==> src/rtl/shift_rx_deser_if.sv <==
// -----------------------------------------------------------------------------
// shift_rx_deser_if
//   Parallel-side bundle of the serial receive end: the received word, its
//   valid/ack handshake, and the status outputs (busy, frame_err, overrun).
//   master : receiver side (drives word and status, samples ack)
//   slave  : consumer side (samples word and status, drives ack)
// -----------------------------------------------------------------------------
interface shift_rx_deser_if #(
  parameter int WIDTH = 4
);
  logic [WIDTH-1:0] A_par;
  logic             valid;
  logic             ack;
  logic             busy;
  logic             frame_err;
  logic             overrun;

  modport master (
    output A_par, valid, busy, frame_err, overrun,
    input  ack
  );

  modport slave (
    input  A_par, valid, busy, frame_err, overrun,
    output ack
  );
endinterface

==> src/rtl/shift_rx_deser.sv <==
// -----------------------------------------------------------------------------
// shift_rx_deser
//   Serial-to-parallel receive end of the shift-register serial link. Hunts for
//   a start bit (0), shifts in WIDTH data bits, checks the stop bit (1) and
//   presents the word with a valid/ack handshake. The transmitter supplies the
//   bit-rate strobe; this block only samples ser_in when bit_en=1.
// Ports
//   CLK     in  rising-edge clock
//   Clear   in  synchronous active-low reset
//   ser_in  in  serial data line, idle high
//   bit_en  in  one-CLK sample strobe
//   par     master modport: A_par, valid, busy, frame_err, overrun out; ack in
// Parameters
//   WIDTH     data bits per frame (>=2)
//   MSB_FIRST 1: first data bit lands in A_par[WIDTH-1]; 0: in A_par[0]
// -----------------------------------------------------------------------------
module shift_rx_deser #(
  parameter int WIDTH     = 4,
  parameter bit MSB_FIRST = 1'b1
) (
  input  logic                CLK,
  input  logic                Clear,
  input  logic                ser_in,
  input  logic                bit_en,
  shift_rx_deser_if.master    par
);

  localparam int CNT_W = (WIDTH > 2) ? $clog2(WIDTH) : 1;
  localparam logic [CNT_W-1:0] LAST_BIT = CNT_W'(WIDTH - 1);

  typedef enum logic [1:0] {
    IDLE = 2'd0,
    DATA = 2'd1,
    STOP = 2'd2
  } state_t;

  state_t           state_reg, state_next;
  logic [WIDTH-1:0] sh_reg, sh_next;
  logic [CNT_W-1:0] cnt_reg, cnt_next;
  logic [WIDTH-1:0] par_reg, par_next;
  logic             valid_reg, valid_next;
  logic             busy_reg;
  logic             ferr_reg, ferr_next;
  logic             ovr_reg, ovr_next;
  logic [WIDTH-1:0] sh_shifted;

  // Bit order is fixed at elaboration time.
  generate
    if (MSB_FIRST) begin : g_msb_first
      assign sh_shifted = {sh_reg[WIDTH-2:0], ser_in};
    end else begin : g_lsb_first
      assign sh_shifted = {ser_in, sh_reg[WIDTH-1:1]};
    end
  endgenerate

  always_comb begin
    state_next = state_reg;
    sh_next    = sh_reg;
    cnt_next   = cnt_reg;
    par_next   = par_reg;
    valid_next = valid_reg;
    ferr_next  = 1'b0;
    ovr_next   = 1'b0;

    // Consumer ack retires the word; a good frame completing on the same
    // edge overrides this below and keeps valid high with the new word.
    if (valid_reg && par.ack) begin
      valid_next = 1'b0;
    end

    if (bit_en) begin
      case (state_reg)
        IDLE: begin
          if (!ser_in) begin
            state_next = DATA;
            cnt_next   = '0;
          end
        end
        DATA: begin
          sh_next  = sh_shifted;
          cnt_next = cnt_reg + 1'b1;
          if (cnt_reg == LAST_BIT) begin
            state_next = STOP;
          end
        end
        STOP: begin
          // No re-hunt here: a 0 stop bit is an error, not a new start bit.
          state_next = IDLE;
          if (ser_in) begin
            if (!valid_reg || par.ack) begin
              par_next   = sh_reg;
              valid_next = 1'b1;
            end else begin
              ovr_next = 1'b1;
            end
          end else begin
            ferr_next = 1'b1;
          end
        end
        default: begin
          state_next = IDLE;
        end
      endcase
    end
  end

  always_ff @(posedge CLK) begin
    if (!Clear) begin
      state_reg <= IDLE;
      sh_reg    <= '0;
      cnt_reg   <= '0;
      par_reg   <= '0;
      valid_reg <= 1'b0;
      busy_reg  <= 1'b0;
      ferr_reg  <= 1'b0;
      ovr_reg   <= 1'b0;
    end else begin
      state_reg <= state_next;
      sh_reg    <= sh_next;
      cnt_reg   <= cnt_next;
      par_reg   <= par_next;
      valid_reg <= valid_next;
      busy_reg  <= (state_next != IDLE);
      ferr_reg  <= ferr_next;
      ovr_reg   <= ovr_next;
    end
  end

  assign par.A_par     = par_reg;
  assign par.valid     = valid_reg;
  assign par.busy      = busy_reg;
  assign par.frame_err = ferr_reg;
  assign par.overrun   = ovr_reg;

endmodule
==> src/flat_wrapper.sv <==
// flat-port wrapper written by rule: the top's interface ports become plain ports
module shift_rx_deser_flat 
#(
  parameter int WIDTH     = 4,
  parameter bit MSB_FIRST = 1'b1
)
  (CLK, Clear, ser_in, bit_en, par_A_par, par_valid, par_busy, par_frame_err, par_overrun, par_ack);
  shift_rx_deser_if #(.WIDTH(WIDTH)) par_i ();
  input  logic CLK;
  input  logic Clear;
  input  logic ser_in;
  input  logic bit_en;
  output wire logic [$bits(par_i.A_par)-1:0] par_A_par;
  output wire logic [$bits(par_i.valid)-1:0] par_valid;
  output wire logic [$bits(par_i.busy)-1:0] par_busy;
  output wire logic [$bits(par_i.frame_err)-1:0] par_frame_err;
  output wire logic [$bits(par_i.overrun)-1:0] par_overrun;
  input wire logic [$bits(par_i.ack)-1:0] par_ack;
  assign par_A_par = par_i.A_par;
  assign par_valid = par_i.valid;
  assign par_busy = par_i.busy;
  assign par_frame_err = par_i.frame_err;
  assign par_overrun = par_i.overrun;
  assign par_i.ack = par_ack;
  shift_rx_deser #(.WIDTH(WIDTH), .MSB_FIRST(MSB_FIRST)) u_core (.CLK(CLK), .Clear(Clear), .ser_in(ser_in), .bit_en(bit_en), .par(par_i));
endmodule
==> config.mk <==
export PLATFORM = sky130hd
export DESIGN_NAME = shift_rx_deser_flat
export DESIGN_NICKNAME = d
export VERILOG_FILES = /design/src/rtl/shift_rx_deser_if.sv /design/src/rtl/shift_rx_deser.sv /design/src/flat_wrapper.sv
export SDC_FILE = /design/constraint.sdc
export NUM_CORES = 1
export LEC_CHECK = 0
export ABC_CLOCK_PERIOD_IN_PS = 2500
export BUFFER_PORTS_ARGS = -buffer_cell sky130_fd_sc_hd__buf_2
export CAP_MARGIN = 30
export CORE_MARGIN = 4
export CORE_UTILIZATION = 40
export CTS_CLUSTER_SIZE = 12
export DETAILED_ROUTE_END_ITERATION = 7
export PLACE_DENSITY_LB_ADDON = 0.05
export SLEW_MARGIN = 20
export SYNTH_ARGS = -nofsm -noshare
export SYNTH_HDL_FRONTEND = slang
export SYNTH_SLANG_ARGS = --single-unit
==> constraint.sdc <==
create_clock -name CLK -period 2.5 [get_ports CLK]
set_input_delay 0.5 -clock CLK [delete_from_list [all_inputs] [get_ports CLK]]
set_output_delay 0.5 -clock CLK [all_outputs]
set_load 0.02 [all_outputs]
==> metrics.md <==
| Metric | Value |
|---|---|
| Outcome | completed |
| Vias | 507 |
| Clock sink count | 16 |
| Initial antenna violation count | 0 |
| Drt drc | 0 |
| Antenna-violating nets left | 0 |
| FF-to-FF Start | u_core.state_reg[1] |
| Netlist cell types | 23 |
| Critical Path RT | 2.00 ns |
| Layout area overhead | 14.2% |
| Hpwl dp | 809 um |
| Post-Route Skew | 0.00323 ns |
| Simple-gate portion of the synthesized area | 27.5% |
| Post-CTS setup buffer count | 0 |
| CP Max Fanout | 2 |
| Worst path depth | 1 |
| Post-cts resize count | 0 |
| Max-cap violations | 0 |
| Slew HR | 78.1% |
| Post-synthesis xor/xnor area fraction | 0% |
| Min-delay worst type | reg -> reg |
| Root buf cell | clkbuf_4 |
| Post-route setup slack | 1.23 ns |
| Num rows | 14 |
| Hold Violations, Final | 0 |
| Critical Path Sink Type | output port |
| Slew Viols, Final | 0 |
| Startpoint types | flop |
| Final setup vio count | 0 |
| Clk buf depth | 2 |
| Total Wirelength | 1130 um |
| Tot Pwr | 0.457 mW |
| VDD IR max | 0.296 mV |
| Multi-input logic area | 337 sq um |
| Layout Cells excl Fill | 101 |
| Mapped cell area | 677 sq um |
| Synth Area in Adders | 1.85% |
| CTS H-tree depth | 1 |
| Filler instances | 172 |
| Crit path largest cell delay | 0.34 ns |
| Synthesized Nets | 79 |
| CP top delay family | flip-flops |
| Drt wl/cell | 11.2 um |
| Worst setup path startpoint | u_core.par.A_par[0] |
| Clock Pin Slew Worst Setup and Hold Paths | 0.09 ns |
| Dpl ws | 1.18 ns |
| Mapped Cells | 73 |
| First-pass GRT wire length | 1990 um |
| Average via count per standard cell | 5.02 |
| Hold Slack | 0.456 ns |
| Min Tclk post-route | 1.27 ns |
| Hold-fix buffers at CTS | 0 |
| Worst EP arrival | 0.77 ns |
| Chip width | 49.1 um |
| Crit Reg-Reg Endpoint | u_core.par.A_par[1] |
| Crit path to | par_A_par[0] |
| Worst Tran Pin Value | 0.328 ns |
| First-pass iteration count of the detailed router | 4 |
| Register area | 320 sq um |
| Max Clk Rate | 0.786 GHz |
| Final instance area | 773 sq um |
| Power Density | 591 nW/um^2 |
| Worst path cell trace | buf_2 |
| Dpl cells | 97 |
| RD Place Congestion | 0.720 |
| Unrepaired setup endpoints after global routing | no |
| Final Util | 49.6% |
| Reg2reg path depth | 3 |
| Initial DRC count | 10 |
| WP buf/inv | 1 |
| TNS Setup | 0 ns |
| Tcrit/Tclk final | 50.9% |
| Avg Inst Size Synth | 9.27 sq um |
| Die Ht | 49.1 um |
| Largest family of logic cells by synthesized area | simple AND/OR/NAND/NOR gates |
| Vias in the first global route | 459 |
| R2r setup slk | 1.33 ns |
| Cell leakage power | 0.303 nW |
| Core area | 1560 sq um |
| CTS tree | done |
| Compound-Gate Fraction of Synth Area | 14.4% |
| Largest net degree at the start of global routing | 21 |
| Setup CP Type | reg -> out |
| Initial Util | 43.4% |
| Antenna Cells | 0 |
| Full die area | 2410 sq um |
| Placed cell areas | 737 sq um |
| Crit-path slowest cell | dfxtp_1 |
| Share of cells above drive strength 1 | 22.4% |
| Mux contribution to synthesized area | 5.91% |
| Layout Nets | 92 |
| Synthesis-stage register bit count | 16 |
| TritonCTS buffer count | 3 |
| Gr usage total | 10.5% |
| Seq/Total Area, Yosys | 47.3% |
| Latest clock arrival within the worst-skew pair | 0.28 ns |
| Overflow after GRT | 0 |
| # port buffers | 12 |
| Ys Warns | 0 |
| I/O pins | 13 |
layer usage:
metal | global-route usage [%] | vias to the layer above | share of wire [%]
li1 | - | 266 | -
met1 | 15.6 | 224 | 54
met2 | 13.2 | 15 | 39
met3 | 3.06 | 2 | 5.7
met4 | 5.69 | 0 | 1.1
met5 | 0 | - | 0
synthesized netlist by cell type (all sizes together):
cell | number | share of area (%)
ha | 1 | 1.8
and3b | 1 | 1.3
nor2 | 2 | 2.2
nand4b | 1 | 2.2
nand3b | 1 | 1.1
o21ai | 3 | 2.2
nor2b | 5 | 4.6
mux2i | 4 | 5.9
nor4b | 1 | 1.3
a31oi | 1 | 0.92
and4b | 1 | 1.5
buf | 2 | 1.8
nand2b | 3 | 2.8
o21bai | 1 | 1.1
clkbuf | 2 | 1.1
a21oi | 1 | 0.74
nand2 | 19 | 11
dfxtp | 16 | 47
a21boi | 8 | 9.4
worst min-delay path by stage:
stage	startpoint	end	slack, ns	cells past startpoint
6_report	u_core.par.A_par[2]	u_core.par.A_par[2]	0.46	2
5_1_grt	u_core.sh_reg[3]	u_core.sh_reg[3]	0.49	2
4_1_cts	u_core.par.A_par[2]	u_core.par.A_par[2]	0.46	2
3_5_place_dp	u_core.par.A_par[2]	u_core.par.A_par[2]	0.45	2
3_3_place_gp	u_core.par.A_par[2]	u_core.par.A_par[2]	0.44	2
2_1_floorplan	u_core.sh_reg[3]	u_core.sh_reg[3]	0.44	2
report_power, final:
group | leakage [nW] | internal (mW) | switching [mW]
logic | 0.152 | 0.0116 | 0.0152
registers | 0.129 | 0.258 | 0.00320
clock network | 0.0210 | 0.0885 | 0.0801
kinds of logic after synthesis:
group | count (synthesis)
AO/OA/AOI/OAI | 14
adder cells (fa/ha/maj) | 1
buffers and inverters | 4
flip-flops | 16
multiplexers | 4
AND/OR/NAND/NOR | 34
cell type report:
type                       count  share of cell area, %
multi-input combinational     53                   43.5
sequential                    16                   41.4
timing repair buffer          12                   7.77
clock buffer                   4                   4.69
tap                           16                   2.59
cell usage in the layout (no fill, tap or decap):
cell type,Yosys,layout
nand2_1,19,19
a21oi_1,1,1
and3b_1,1,1
a31oi_1,1,1
nor2b_1,5,5
o21ai_0,2,2
a21boi_1,7,7
nand2b_1,3,3
mux2i_1,4,4
nor2_1,1,1
clkbuf_4,0,3
buf_2,1,12
o21bai_1,1,1
ha_1,1,1
a21boi_2,1,1
o21ai_1,1,1
and4b_1,1,1
dfxtp_1,16,16
clkbuf_8,0,1
nand3b_1,1,1
nand4b_2,1,1
nor2_4,1,1
nor4b_1,1,1
Power figures use the tool's default switching activity.
